### src/rtl/qcm_ctrl_pkg.sv
// Shared constants and FSM state type for the capacitor code sequencer.
package qcm_ctrl_pkg;

    localparam int unsigned DEF_SETTLE_COUNT   = 4;
    localparam int unsigned DEF_DISABLE_CYCLES = 8;
    localparam int unsigned DEF_HOLD_CYCLES    = 16;
    localparam int unsigned CODE_W             = 7;
    localparam int unsigned UPD_W              = 8;

    typedef enum logic [1:0] {
        ST_TRACK,
        ST_DISABLE,
        ST_LOAD,
        ST_HOLD
    } seq_state_t;

    function automatic int unsigned max2(input int unsigned a, input int unsigned b);
        return (a > b) ? a : b;
    endfunction

endpackage

### src/rtl/cycle_timer.sv
// Load-and-count-down timer; done is high for the single cycle the count sits at 1.
module cycle_timer #(
    parameter int unsigned WIDTH       = 5,
    parameter int unsigned RESET_COUNT = 16
) (
    input  logic             clk,
    input  logic             resetN,
    input  logic             load,
    input  logic [WIDTH-1:0] length,
    output logic             done
);

    logic [WIDTH-1:0] count;

    always_ff @(posedge clk or negedge resetN) begin
        if (!resetN) begin
            count <= WIDTH'(RESET_COUNT);
        end else if (load) begin
            count <= length;
        end else if (count != '0) begin
            count <= count - WIDTH'(1);
        end
    end

    assign done = (count == WIDTH'(1));

endmodule

### src/rtl/cap_code_sequencer.sv
// Qualifies new capacitor states and sequences enable-drop / code-load / hold
// so the tuning codes only ever change while both decoders are disabled.
module cap_code_sequencer
    import qcm_ctrl_pkg::*;
#(
    parameter int unsigned SETTLE_COUNT   = DEF_SETTLE_COUNT,
    parameter int unsigned DISABLE_CYCLES = DEF_DISABLE_CYCLES,
    parameter int unsigned HOLD_CYCLES    = DEF_HOLD_CYCLES
) (
    input  logic       clk,
    input  logic       resetN,
    input  logic [6:0] stateIn,
    input  logic       stateValid,
    input  logic       freeze,
    output logic [6:0] codeSer,
    output logic [6:0] codePar,
    output logic       enableSer,
    output logic       enablePar,
    output logic       busy,
    output logic [7:0] updateCount
);

    localparam int unsigned TW = $clog2(max2(DISABLE_CYCLES, HOLD_CYCLES) + 1);
    localparam int unsigned CW = $clog2(SETTLE_COUNT + 1);

    if (SETTLE_COUNT < 1 || DISABLE_CYCLES < 1 || HOLD_CYCLES < 1) begin : g_param_check
        $error("cap_code_sequencer: SETTLE_COUNT, DISABLE_CYCLES and HOLD_CYCLES must be >= 1");
    end

    seq_state_t    state_q, state_d;
    logic [6:0]    cand_q, cand_d;
    logic [CW-1:0] cnt_q, cnt_d;
    logic          timer_load;
    logic [TW-1:0] timer_len;
    logic          timer_done;
    logic          load_codes;
    logic          track_d;

    // Reset lands in HOLD with the timer preloaded, so enables rise HOLD_CYCLES after release.
    cycle_timer #(
        .WIDTH      (TW),
        .RESET_COUNT(HOLD_CYCLES)
    ) u_timer (
        .clk   (clk),
        .resetN(resetN),
        .load  (timer_load),
        .length(timer_len),
        .done  (timer_done)
    );

    always_comb begin
        state_d    = state_q;
        cand_d     = cand_q;
        cnt_d      = cnt_q;
        timer_load = 1'b0;
        timer_len  = TW'(DISABLE_CYCLES);
        load_codes = 1'b0;
        unique case (state_q)
            ST_TRACK: begin
                if (cnt_q == CW'(SETTLE_COUNT) && !freeze) begin
                    state_d    = ST_DISABLE;
                    cnt_d      = '0;
                    timer_load = 1'b1;
                    timer_len  = TW'(DISABLE_CYCLES);
                end else if (freeze) begin
                    cnt_d = '0;
                end else if (stateValid) begin
                    if (stateIn == codeSer) begin
                        cnt_d = '0;
                    end else if (stateIn == cand_q) begin
                        if (cnt_q != CW'(SETTLE_COUNT)) begin
                            cnt_d = cnt_q + CW'(1);
                        end
                    end else begin
                        cand_d = stateIn;
                        cnt_d  = CW'(1);
                    end
                end
            end
            ST_DISABLE: begin
                if (timer_done) begin
                    state_d = ST_LOAD;
                end
            end
            ST_LOAD: begin
                state_d    = ST_HOLD;
                load_codes = 1'b1;
                timer_load = 1'b1;
                timer_len  = TW'(HOLD_CYCLES);
            end
            ST_HOLD: begin
                if (timer_done) begin
                    state_d = ST_TRACK;
                end
            end
            default: state_d = ST_HOLD;
        endcase
        track_d = (state_d == ST_TRACK);
    end

    always_ff @(posedge clk or negedge resetN) begin
        if (!resetN) begin
            state_q     <= ST_HOLD;
            cand_q      <= '0;
            cnt_q       <= '0;
            codeSer     <= '0;
            codePar     <= '0;
            enableSer   <= 1'b0;
            enablePar   <= 1'b0;
            busy        <= 1'b1;
            updateCount <= '0;
        end else begin
            state_q   <= state_d;
            cand_q    <= cand_d;
            cnt_q     <= cnt_d;
            enableSer <= track_d;
            enablePar <= track_d;
            busy      <= !track_d;
            if (load_codes) begin
                codeSer     <= cand_q;
                codePar     <= cand_q;
                updateCount <= updateCount + 8'd1;
            end
        end
    end

endmodule

### config.mk
export PLATFORM = sky130hd
export DESIGN_NAME = cap_code_sequencer
export DESIGN_NICKNAME = d
export VERILOG_FILES = /design/src/rtl/qcm_ctrl_pkg.sv /design/src/rtl/cycle_timer.sv /design/src/rtl/cap_code_sequencer.sv
export SDC_FILE = /design/constraint.sdc
export NUM_CORES = 1
export LEC_CHECK = 0
export ABC_AREA = 1
export CAP_MARGIN = 0
export CELL_PAD_IN_SITES_DETAIL_PLACEMENT = 0
export CELL_PAD_IN_SITES_GLOBAL_PLACEMENT = 1
export CORE_MARGIN = 4
export CORE_UTILIZATION = 50
export DETAILED_ROUTE_END_ITERATION = 6
export DONT_BUFFER_PORTS = 1
export GPL_TIMING_DRIVEN = 0
export PLACE_DENSITY_LB_ADDON = 0.1
export REMOVE_ABC_BUFFERS = 1
export SYNTH_ARGS = -nofsm -noshare
export SYNTH_HDL_FRONTEND = slang
export SYNTH_SLANG_ARGS = --single-unit
### constraint.sdc
create_clock -name clk -period 3.4 [get_ports clk]
set_clock_uncertainty 0.1 [all_clocks]
set_input_delay 0.34 -clock clk [delete_from_list [all_inputs] [get_ports clk]]
set_output_delay 0.34 -clock clk [all_outputs]
set_load 0.005 [all_outputs]
# After elaboration in Yosys (flattened, before gate mapping)
# Index checks and enable logic that the tools add are counted.
dict set report word_totals {
  latch_bits 0
  in_bits 11
  ram_bits 0
  mem_count 0
  output_inout_bits 25
  regBits 34
  romBits 0
}
dict set report op_classes {
  multipliers 0
  n_reduce_logical 10
  n_lt_le_gt_ge 0
  n_mux 16
  n_bitwise 4
  addsub 3
  n_div 0
  n_eq_ne 9
  n_shift 0
}
# operator n
set ops {}
lappend ops {{two-way mux 3 bit} 6}
lappend ops {{two-way mux 5 bit} 3}
lappend ops {{== test 7 bit} 2}
lappend ops {{adder 8 x 1 -> 8 bit (second input constant)} 1}
lappend ops {{case mux 2 bit (4 select lines)} 1}
lappend ops {{two-way mux 2 bit} 3}
lappend ops {{AND reduction 6 bit} 1}
lappend ops {{== test 5 x 1 -> 1 bit (second input constant)} 1}
lappend ops {{!= test 5 x 4 -> 1 bit (second input constant)} 1}
lappend ops {{nonzero test 5 bit} 1}
lappend ops {{subtractor 5 x 1 -> 5 bit (second input constant)} 1}
lappend ops {{== test 2 bit (second input constant)} 2}
lappend ops {{zero test 2 bit} 2}
lappend ops {{inverter 1 bit} 4}
lappend ops {{adder 3 x 1 -> 3 bit (second input constant)} 1}
lappend ops {{== test 3 bit (second input constant)} 1}
lappend ops {{!= test 3 bit (second input constant)} 1}
lappend ops {{AND reduction 3 bit} 1}
lappend ops {{nonzero test 3 bit} 1}
lappend ops {{== test 2 x 1 -> 1 bit (second input constant)} 1}
lappend ops {{zero test 1 bit} 2}
lappend ops {{two-way mux 1 bit} 2}
lappend ops {{case mux 1 bit (2 select lines)} 1}
lappend ops {{nonzero test 2 bit} 1}
lappend ops {{logical AND 1 bit} 1}

# Longest topological paths before layout
# Gate-level depths: netlist of the first run.
dict set report logic_depth {
  word_depth 7
  mapped_depth 10
  ltp_nobuf 10
}

# Modules after synthesis
# A second synthesis of the first run with hierarchy kept.
dict set report unflattened {
  hier_cells 254
  area_unflattened_um2 1944.4
}
# module n_inst cells_each area_each_um2
set modules_own_cells {}
lappend modules_own_cells {cap_code_sequencer 1 207 1602.8}
lappend modules_own_cells {cycle_timer 1 47 341.6}

# Worst setup path after synthesis of the first run
# No wires, ideal clock.
dict set report synth_timing {
  kind {flip-flop to flip-flop}
  from {register cnt_q[0]}
  to {register cnt_q[2]}
  path_slack_ns 1.924
  n_path_buf 0
  required_time_ns 3.180
  setup_time_ns 0.120
  arrival_ns 1.256
  stages_incl_launch_ff 10
  path_cell_list {dfrtp_1 > inv_1 > ha_1 > nand2_1 > nand2_4 > o21ai_1 > inv_2 > a21o_1 > inv_1 > a21oi_1}
}
dict set report synth_between {
  elab_chain_cells 7
  elab_cells_between_ends 13
  cone_classes {add/sub (1); eq/ne (3); mux (6); reduce/logical (3)}
}
# element line
set synth_lines {}
lappend synth_lines {{from (decl)} cap_code_sequencer.sv:32} ;# logic [CW-1:0] cnt_q, cnt_d;
lappend synth_lines {{from (signal assigned)} cap_code_sequencer.sv:115} ;# cnt_q <= cnt_d;
lappend synth_lines {{adder 3 x 1 -> 3 bit} cap_code_sequencer.sv:72} ;# cnt_d = cnt_q + CW'(1);
lappend synth_lines {{two-way mux 3 bit} cap_code_sequencer.sv:71} ;# if (cnt_q != CW'(SETTLE_COUNT)) begin
lappend synth_lines {{two-way mux 3 bit} cap_code_sequencer.sv:70} ;# end else if (stateIn == cand_q) begin
lappend synth_lines {{two-way mux 3 bit} cap_code_sequencer.sv:68} ;# if (stateIn == codeSer) begin
lappend synth_lines {{two-way mux 3 bit} cap_code_sequencer.sv:67} ;# end else if (stateValid) begin
lappend synth_lines {{two-way mux 3 bit} cap_code_sequencer.sv:65} ;# end else if (freeze) begin
lappend synth_lines {{two-way mux 3 bit} cap_code_sequencer.sv:60} ;# if (cnt_q == CW'(SETTLE_COUNT) && !freeze) begin
# Several ways; a longest one is shown, not always the timed one. The select of a mux whose other input is x is not followed.
# A chain may end at the register's enable or synchronous reset.

# Worst setup path after layout of the first run
# Ends and elaborated chain as after synthesis.

==> summary.txt, run 1 <==
outcome = complete, no violations
PortBufs = 0
Yosys top cell area share = 39.5%
root buffer cell = clkbuf_8
Synth area leader = dfrtp_1
P_leak = 1.02 nW
crit path DAT = 1760 ps
post-cts gate resize count = 0
WP buf/inv = 3
first-pass GRT wire length = 6090 microns
Critical Path Most Common Cell = inv_1
Post-DP HPWL = 2510 microns
Post-CTS Setup Bufs = 0
Starting Density = 51.9%
critical path depth in cells = 9
count of pins over their slew limit = 0
TritonCTS clock tree = yes
largest net degree at the start of global routing = 35
crit-path cells = inv_1 > ha_1 > nand2_1 > nand2_4 > o21ai_1 > inv_2 > a21o_1 > inv_1 > a21oi_1
Area contributors post-synth = dfrtp_1, nand2_1, dfstp_2
Routed Antenna Nets = 0
Sw Share = 24.9%
Pwr Density = 402 mW/mm^2
Global Route Usage Sum = 15.7%
Core Region = 0.00366 sq mm
vias per std cell = 4.76
die footprint = 0.00485 sq mm
Yosys reg bits = 34
Min-Delay Path Class = in -> reg
RSZ-0062 raised after global routing = no
Final Hold Fails = 0
Tcrit/Tclk final = 49.7%
post-synthesis cell type count = 28
Cells after Synth = 230
layout cells sized above 1 = 18.2%
switching pwr = 0.202 mW
Mean Syn Cell Area = 8.26 sq um
crit-path max FO = 3
initial DRC count = 43
RePlAce Congestion = 0.749
placed cell count = 269
Worst-path clk slew = 70 ps
FF+latch area = 856 sq um
initial antenna violation count = 0
Core Util, Final = 55.1%
Die Ht = 69.7 microns
Clock power frac = 37.6%
TritonCTS Buffers = 5
sequential share of power = 52.6%
CP Capture Point = cnt_q[2]
Req. time, crit path = 3470 ps
Comb pwr share = 9.8%
Hold Buf Count CTS = 2
Die Width = 69.7 microns
Multi-input gate area = 850 sq um
Synthesis Warnings = 0
Internal = 0.609 mW
synthesis-to-layout area growth = 6.19%
reg2reg setup slack = 1710 ps
most numerous cell in the Yosys netlist = nand2_1
slowest cell delay on critical path = 390 ps
drt wl/cell = 12.5 microns
worst rel slew slack = 80.6%
Non-Filler Instances = 279
CP endpoint kind = register
reg-to-reg endpoint = cnt_q[2]
peak supply drop = 0.300 mV
Final min period = 1690 ps
final routed DRC violation total = 0
global route overflow = 0
Async S/R FF share, synth = 100%
WL final = 3480 microns
R2R cell count = 9
ys flop type = dfrtp_1
sequential area share after synthesis = 45.0%
fmax = 0.592 GHz
Initial DRT Pass Iterations = 4
Reg2Reg Launch Point = cnt_q[0]
hold_ws = 92.7 ps
mapped cell area = 0.00190 sq mm
worst slew pin tran = 289 ps
H-tree depth = 2
Max-cap violations = 0
setup_tns = 0 ps
number of global-route vias before repair = 1302
crit path launch = cnt_q[0]
CP delay by family, top = compound AO/OA/AOI/OAI gates
clock insertion delay at the later pin of the skew report = 280 ps
ANT cells = 0
Filler cells = 356
Rows = 22
most frequent cells after synthesis = nand2_1, dfrtp_1, inv_1
critical path startpoint category = register
I/O pin count = 36
Slowest-stage cell, CP = dfrtp_1
count of final setup violators = 0
Final #Nets = 246
Post-synth EDFFs = 0
routed vias = 1328
Clock Path Buffers = 2
clock sinks = 34
type of the worst setup path = reg -> reg
[worst min path at each step]
stage	startpoint	endpoint	slack (ps)	cells after the start
CTS	stateIn[3]	cand_q[3]	90	2
global placement	resetN	codePar[3]	-50	0
detailed placement	resetN	codePar[3]	-50	0
global route	stateIn[3]	cand_q[3]	90	2
finish	stateIn[3]	cand_q[3]	90	2
floorplan	resetN	cand_q[0]	-60	0
[worst reg2reg max path, delay by kind of cell, from the launching register on]
kind / cells / cell delay (ps)
AO/OA/AOI/OAI: 3 / 460
AND/OR/NAND/NOR: 2 / 220
buffers and inverters: 3 / 210
flip-flops: 1 / 390
adder cells (fa/ha/maj): 1 / 190
[logic make-up after synthesis]
group / share of synthesized area [%]
flops: 45.0
buf+inv: 10.3
compound gates: 4.87
fa+ha+maj: 3.29
xor+xnor: 5.99
simple gates: 30.5
[state kept, by name (all words and copies together), names as in the netlist]
name,count
codePar,7
state_q,2
cnt_q,3
busy,1
u_timer.count,5
enablePar,1
cand_q,7
updateCount,8
[through the flow]
stage          power (mW)  instance area, sq um  setup slack, ps
6_report            0.811                  2020             1710
5_1_grt             0.857                  2020             1600
3_5_place_dp        0.503                  1900             1730
2_1_floorplan       0.489                  1840             1920
4_1_cts             0.822                  2020             1720
3_3_place_gp        0.500                  1900             1810
[layer usage]
metal	GRT usage (%)	vias to the layer above	wire, microns
li1	-	689	-
met1	20.4	616	1640
met2	25.0	19	1640
met3	4.35	4	157
met4	5.74	0	36
met5	0	-	0
[cell usage in the layout, fill, tap and decap left out, drive strengths merged]
| cell | Yosys | final |
|---|---|---|
| clkbuf | 1 | 7 |
| dfrtp | 30 | 30 |
| nor2 | 15 | 15 |
| a21oi | 2 | 2 |
| dfstp | 4 | 4 |
| nand4 | 1 | 1 |
| a21boi | 1 | 1 |
| a211oi | 1 | 1 |
| nand2 | 84 | 84 |
| nand3 | 12 | 12 |
| ha | 5 | 5 |
| inv | 35 | 35 |
| dlygate4sd3 | 0 | 1 |
| xnor2 | 8 | 8 |
| nor3 | 5 | 5 |
| xor2 | 5 | 5 |
| clkinv | 0 | 1 |
| buf | 8 | 1 |
| o21ai | 12 | 12 |
| a21o | 1 | 1 |
[area by class of cell]
type,instances,area share (%)
Sequential cell,34,42.4
Multi-Input combinational cell,152,42.1
Inverter,35,6.51
Clock buffer,7,4.28
Tap cell,48,2.98
Timing Repair Buffer,2,1.49
Clock inverter,1,0.248
[power groups by stage]
stage                     sequential [mW]  combinational [mW]  clock, mW
after global routing                0.428              0.0937      0.334
after detailed placement            0.434              0.0690          0
final                               0.427              0.0793      0.305
after CTS                           0.426              0.0812      0.314
after floorplan                     0.432              0.0576          0
after global placement              0.433              0.0670          0
Note: power is estimated with default switching activity, not from simulation.
==> run 2: changes to the inputs <==
--- a/config.mk
+++ b/config.mk
@@ -10,7 +10,7 @@
 export CELL_PAD_IN_SITES_DETAIL_PLACEMENT = 0
 export CELL_PAD_IN_SITES_GLOBAL_PLACEMENT = 1
 export CORE_MARGIN = 4
-export CORE_UTILIZATION = 50
+export CORE_UTILIZATION = 46
 export DETAILED_ROUTE_END_ITERATION = 6
 export DONT_BUFFER_PORTS = 1
 export GPL_TIMING_DRIVEN = 0
==> constraint.sdc (replaced) <==
create_clock -name clk -period 1.8 [get_ports clk]
set_clock_uncertainty 0.1 [all_clocks]
set_input_delay 0.18 -clock clk [delete_from_list [all_inputs] [get_ports clk]]
set_output_delay 0.18 -clock clk [all_outputs]
set_load 0.005 [all_outputs]
==> run 2 against run 1 <==
Maximum frequency is 7.1% higher. Non-clock buffer count is 7 higher. Critical path type unchanged. Via count is 6.6% higher. Critical endpoint unchanged. Sequential share of layout area decreased by 1.9 points. Core utilization is 2.3 points lower. Flip-flop and latch count stayed put. Die area increased by 7.7%. Critical path depth is the same. Setup slack worse by 1500 ps. First-iteration DRC count increased by 16%.
==> summary.txt, run 2 (synthesis results as in run 1) <==
outcome = complete, no violations
type of the worst setup path = reg -> reg
first-pass GRT wire length = 6370 microns
Routed Antenna Nets = 0
I/O pin count = 36
setup_tns = 0 ps
clock insertion delay at the later pin of the skew report = 280 ps
H-tree depth = 2
ANT cells = 0
R2R cell count = 9
Largest Register = updateCount
largest net degree at the start of global routing = 35
crit path DAT = 1650 ps
fmax = 0.634 GHz
Post-DP HPWL = 2610 microns
Core Region = 0.00400 sq mm
slowest cell delay on critical path = 370 ps
worst rel slew slack = 82.4%
count of final setup violators = 0
Min-Delay Path Class = in -> reg
critical path startpoint category = register
Worst-path clk slew = 70 ps
clock sinks = 34
Critical Path Most Common Cell = inv_1
TritonCTS clock tree = yes
WL final = 3650 microns
crit-path max FO = 3
max FFs per register = 8
global route overflow = 0
final routed DRC violation total = 0
Final Hold Fails = 0
synthesis-to-layout area growth = 11.2%
Rows = 23
hold_sp = stateValid
CP endpoint kind = register
RePlAce Congestion = 0.702
TritonCTS Buffers = 5
Slowest-stage cell, CP = dfrtp_1
Final min period = 1580 ps
CP delay by family, top = flip-flops
Pwr Density = 768 mW/mm^2
Clock Path Buffers = 2
most common cell after layout, fill and taps aside = nand2_1
reg2reg setup slack = 220 ps
WP buf/inv = 3
Regs by FF count = updateCount: 8 flops, cand_q: 7 flops, codePar: 7 flops
placed cell count = 271
routed vias = 1416
Post-CTS Setup Bufs = 0
die footprint = 0.00522 sq mm
Die Ht = 72.3 microns
Final #Nets = 253
hold depth = 3
drt wl/cell = 12.7 microns
Reg2Reg Launch Point = cnt_q[0]
Non-Filler Instances = 288
Starting Density = 47.5%
initial DRC count = 50
RSZ-0062 raised after global routing = no
root buffer cell = clkbuf_8
worst slew pin tran = 264 ps
P_leak = 1.06 nW
reg-to-reg endpoint = cnt_q[2]
count of pins over their slew limit = 0
vias per std cell = 4.92
Hold Path Sink = cnt_q[0]
Max-cap violations = 0
Req. time, crit path = 1870 ps
layout cells sized above 1 = 18.5%
PortBufs = 0
Die Width = 72.3 microns
initial antenna violation count = 0
number of global-route vias before repair = 1472
Tcrit/Tclk final = 87.6%
peak supply drop = 0.432 mV
Initial DRT Pass Iterations = 4
crit-path cells = inv_1 > ha_1 > nand2_1 > nand2_4 > o21ai_2 > inv_2 > a21o_1 > inv_1 > a21oi_1
Global Route Usage Sum = 15.6%
most frequent cells in the layout = nand2_1, dfrtp_1, inv_1
==> run 2: changes by cell type in the layout (fill, tap and decap cells not counted), sizes merged <==
cell / before / now
clkbuf: 7 / 8
dlygate4sd3: 1 / 8
clkinv: 1 / 0
==> run 2: layout make-up <==
cell class / instances / area [sq um]
Multi-Input combinational cell: 152 / 853
Sequential cell: 34 / 856
Timing Repair Buffer: 9 / 100
Tap cell: 50 / 62.6
Fill cell: 387 / 1890
Clock buffer: 8 / 110
Inverter: 35 / 131
==> run 2: through the flow <==
step	power (mW)	util [%]	hold slack (ps)	area [sq um]	worst slack (ps)
final	1.62	52.8	21.6	2110	222
after detailed placement	0.949	47.5	-215	1900	142
after CTS	1.65	52.7	70.6	2110	122
after floorplan	0.924	-	-216	1840	324
after global routing	1.71	52.8	37.8	2110	84.7
after global placement	0.944	47.5	-215	1900	206
==> run 2: repair_timing <==
item | 4_1_cts | 5_1_grt
hold buffers | 9 | 0
endpoints found under the setup margin | 0 | 1
endpoints found under the hold margin | 41 | 0
gates resized for setup | 0 | 1
==> run 2: routing by layer <==
metal	vias up	GRT usage, %	routed length (microns)
li1	704	-	-
met1	684	17.9	1470
met2	26	27.9	1930
met3	2	5.12	221
met5	-	0	0
met4	0	3.97	22
==> run 2: worst register-to-register path, delay by kind of cell (launching register included) <==
kind	cells	cell delay, ps
buffers and inverters	3	200
AOI/OAI and AO/OA	3	370
DFF	1	370
and+or+nand+nor	2	230
adders and majority gates	1	190
==> run 2: how the worst max path moves through the flow <==
stage | start | endpoint | slack, ps | depth (start not counted)
2_1_floorplan | cnt_q[0] | cnt_q[2] | 320 | 9
3_3_place_gp | cnt_q[0] | cnt_q[2] | 210 | 9
3_5_place_dp | cnt_q[0] | cnt_q[2] | 140 | 9
4_1_cts | cnt_q[0] | cnt_q[2] | 120 | 9
5_1_grt | cnt_q[0] | cnt_q[2] | 80 | 9
6_report | cnt_q[0] | cnt_q[2] | 220 | 9
==> run 2: power by group <==
part           leakage, nW  total [mW]  switching (mW)  internal [mW]
sequential           0.437       0.805          0.0174          0.788
clock               0.0575       0.656           0.269          0.386
combinational        0.570       0.163          0.0979         0.0646
==> run 3: changes to the inputs <==
--- a/config.mk
+++ b/config.mk
@@ -7,14 +7,12 @@
 export LEC_CHECK = 0
 export ABC_AREA = 1
 export CAP_MARGIN = 0
-export CELL_PAD_IN_SITES_DETAIL_PLACEMENT = 0
-export CELL_PAD_IN_SITES_GLOBAL_PLACEMENT = 1
 export CORE_MARGIN = 4
-export CORE_UTILIZATION = 46
+export CORE_UTILIZATION = 62
 export DETAILED_ROUTE_END_ITERATION = 6
 export DONT_BUFFER_PORTS = 1
 export GPL_TIMING_DRIVEN = 0
-export PLACE_DENSITY_LB_ADDON = 0.1
+export PLACE_DENSITY = 0.78
 export REMOVE_ABC_BUFFERS = 1
 export SYNTH_ARGS = -nofsm -noshare
 export SYNTH_HDL_FRONTEND = slang
==> run 3 against run 2 <==
Register-to-register slack got worse by 50 ps. Final area fell by 2.5%. Total power fell by 12%. Wire length fell by 6.9%. Hold slack improved by 3.7 ps. Largest power group unchanged.
==> summary.txt, run 3 (synthesis results as in run 1) <==
outcome = complete, no violations
Clock power frac = 31.7%
routed vias = 1395
slowest cell delay on critical path = 400 ps
vias per std cell = 5.15
Die Width = 63.4 microns
Req. time, crit path = 1930 ps
clock insertion delay at the later pin of the skew report = 340 ps
Sw Share = 26.7%
Clock Path Buffers = 2
count of pins over their slew limit = 0
Final min period = 1620 ps
peak supply drop = 0.570 mV
fmax = 0.616 GHz
crit-path max FO = 3
switching pwr = 0.379 mW
drt wl/cell = 12.5 microns
Worst-path clk slew = 110 ps
hold_sp = stateValid
fin area = 0.00206 sq mm
Max-cap violations = 0
Filler cells = 226
post-cts gate resize count = 0
Final Hold Fails = 0
type of the worst setup path = reg -> reg
H-tree depth = 2
crit path DAT = 1750 ps
Die Ht = 63.4 microns
Core Util, Final = 72.2%
Global Route Usage Sum = 18.7%
WP buf/inv = 3
Routed Antenna Nets = 0
most frequent cells in the layout = nand2_1, dfrtp_1, inv_1
P_leak = 1.05 nW
WL final = 3400 microns
RePlAce Congestion = 0.793
Min-Delay Path Class = in -> reg
Largest Register = updateCount
TritonCTS Buffers = 5
sequential share of power = 56.7%
count of final setup violators = 0
TritonCTS clock tree = yes
CP delay by family, top = compound AO/OA/AOI/OAI gates
number of global-route vias before repair = 1390
clock sinks = 34
worst rel slew slack = 83.2%
critical path startpoint category = register
worst setup margin = 176 ps
die footprint = 0.00402 sq mm
Reg2Reg Launch Point = cnt_q[0]
Regs by FF count = updateCount: 8 flops, cand_q: 7 flops, codePar: 7 flops
final routed DRC violation total = 0
Post-DP HPWL = 2430 microns
crit path launch = cnt_q[0]
PortBufs = 0
Final #Nets = 255
largest net degree at the start of global routing = 35
crit-path cells = inv_1 > ha_1 > nand2_1 > nand2_4 > o21ai_1 > inv_2 > a21o_1 > inv_1 > a21oi_1
initial antenna violation count = 0
global route overflow = 0
Post-DP Area = 0.00188 sq mm
synthesis-to-layout area growth = 8.36%
Slowest-stage cell, CP = dfrtp_1
Pwr Total = 1.42 mW
RSZ-0062 raised after global routing = no
Internal = 1.04 mW
Initial DRT Pass Iterations = 5
Critical Path Most Common Cell = inv_1
ANT cells = 0
Starting Density = 66.6%
Comb pwr share = 11.6%
initial DRC count = 73
first-pass GRT wire length = 5920 microns
Pwr Density = 690 mW/mm^2
Core Region = 0.00285 sq mm
layout cells sized above 1 = 17.9%
most common cell after layout, fill and taps aside = nand2_1
CP endpoint kind = register
I/O pin count = 36
worst slew pin tran = 252 ps
setup_tns = 0 ps
DP Worst Slack = 195 ps
max FFs per register = 8
root buffer cell = clkbuf_4
Tcrit/Tclk final = 90.2%
Rows = 19
## run 3: cell types whose count changed in the layout (fill, tap and decap cells not counted)
cell	change
o21ai_1	+1
clkinv_2	+1
clkbuf_8	-7
clkinvlp_4	+1
dlygate4sd3_1	+2
o21ai_2	-1
clkbuf_4	+5
## run 3: area by class of cell
cell class              count  area (sq um)  share of cell area [%]
flip-flops and latches     34           856                    41.6
multi-input cells         152           850                    41.3
well taps                  31          38.8                    1.88
inverters                  35           131                    6.38
clock inverters             2          12.5                   0.608
repair buffers             11           120                    5.83
clock buffers               6          51.3                    2.49
## run 3: worst paths after layout
kind / endpoint / slack (ps) / depth (start not counted)
max in group asynchronous: state_q[0] / 1170 / 2
max: cnt_q[2] / 180 / 9
min in group asynchronous: codePar[1] / 180 / 2
min: cand_q[1] / 30 / 4
max reg2reg: cnt_q[2] / 180 / 9
min reg2reg: cand_q[5] / 410 / 2
## run 3: stage by stage
| step | std cells | hold slack (ps) |
|---|---|---|
| CTS | 271 | 15.1 |
| floorplan | 221 | -216 |
| global placement | 252 | -215 |
| global route | 271 | 19.0 |
| detailed placement | 252 | -215 |
| finish | 271 | 25.3 |
## run 3: timing repair
| item | in CTS | in global routing |
|---|---|---|
| hold buffers | 11 | 0 |
| buffers inserted | 0 | 0 |
| hold endpoints to repair | 44 | 0 |
| endpoints found under the setup margin | 0 | 0 |
## run 3: worst register-to-register path: stages, from the launching register on
cell     delay (ps)
dfrtp_1         400
inv_1            70
ha_1            190
nand2_1         130
nand2_4          90
o21ai_1         230
inv_2            80
a21o_1          160
inv_1            50
a21oi_1          30
## run 3: power groups by stage
stage | sequential (mW) | combinational, mW | clock [mW]
2_1_floorplan | 0.816 | 0.109 | 0
3_3_place_gp | 0.818 | 0.124 | 0
3_5_place_dp | 0.820 | 0.127 | 0
4_1_cts | 0.806 | 0.167 | 0.465
5_1_grt | 0.809 | 0.188 | 0.516
6_report | 0.806 | 0.165 | 0.450
## run 3: routing by layer
layer / GRT usage, % / vias up / share of wire, %
met1: 22.2 / 643 / 43
met5: 0 / - / 0
li1: - / 712 / -
met3: 6.57 / 6 / 6.5
met4: 6.20 / 0 / 1.2
met2: 31.6 / 34 / 49
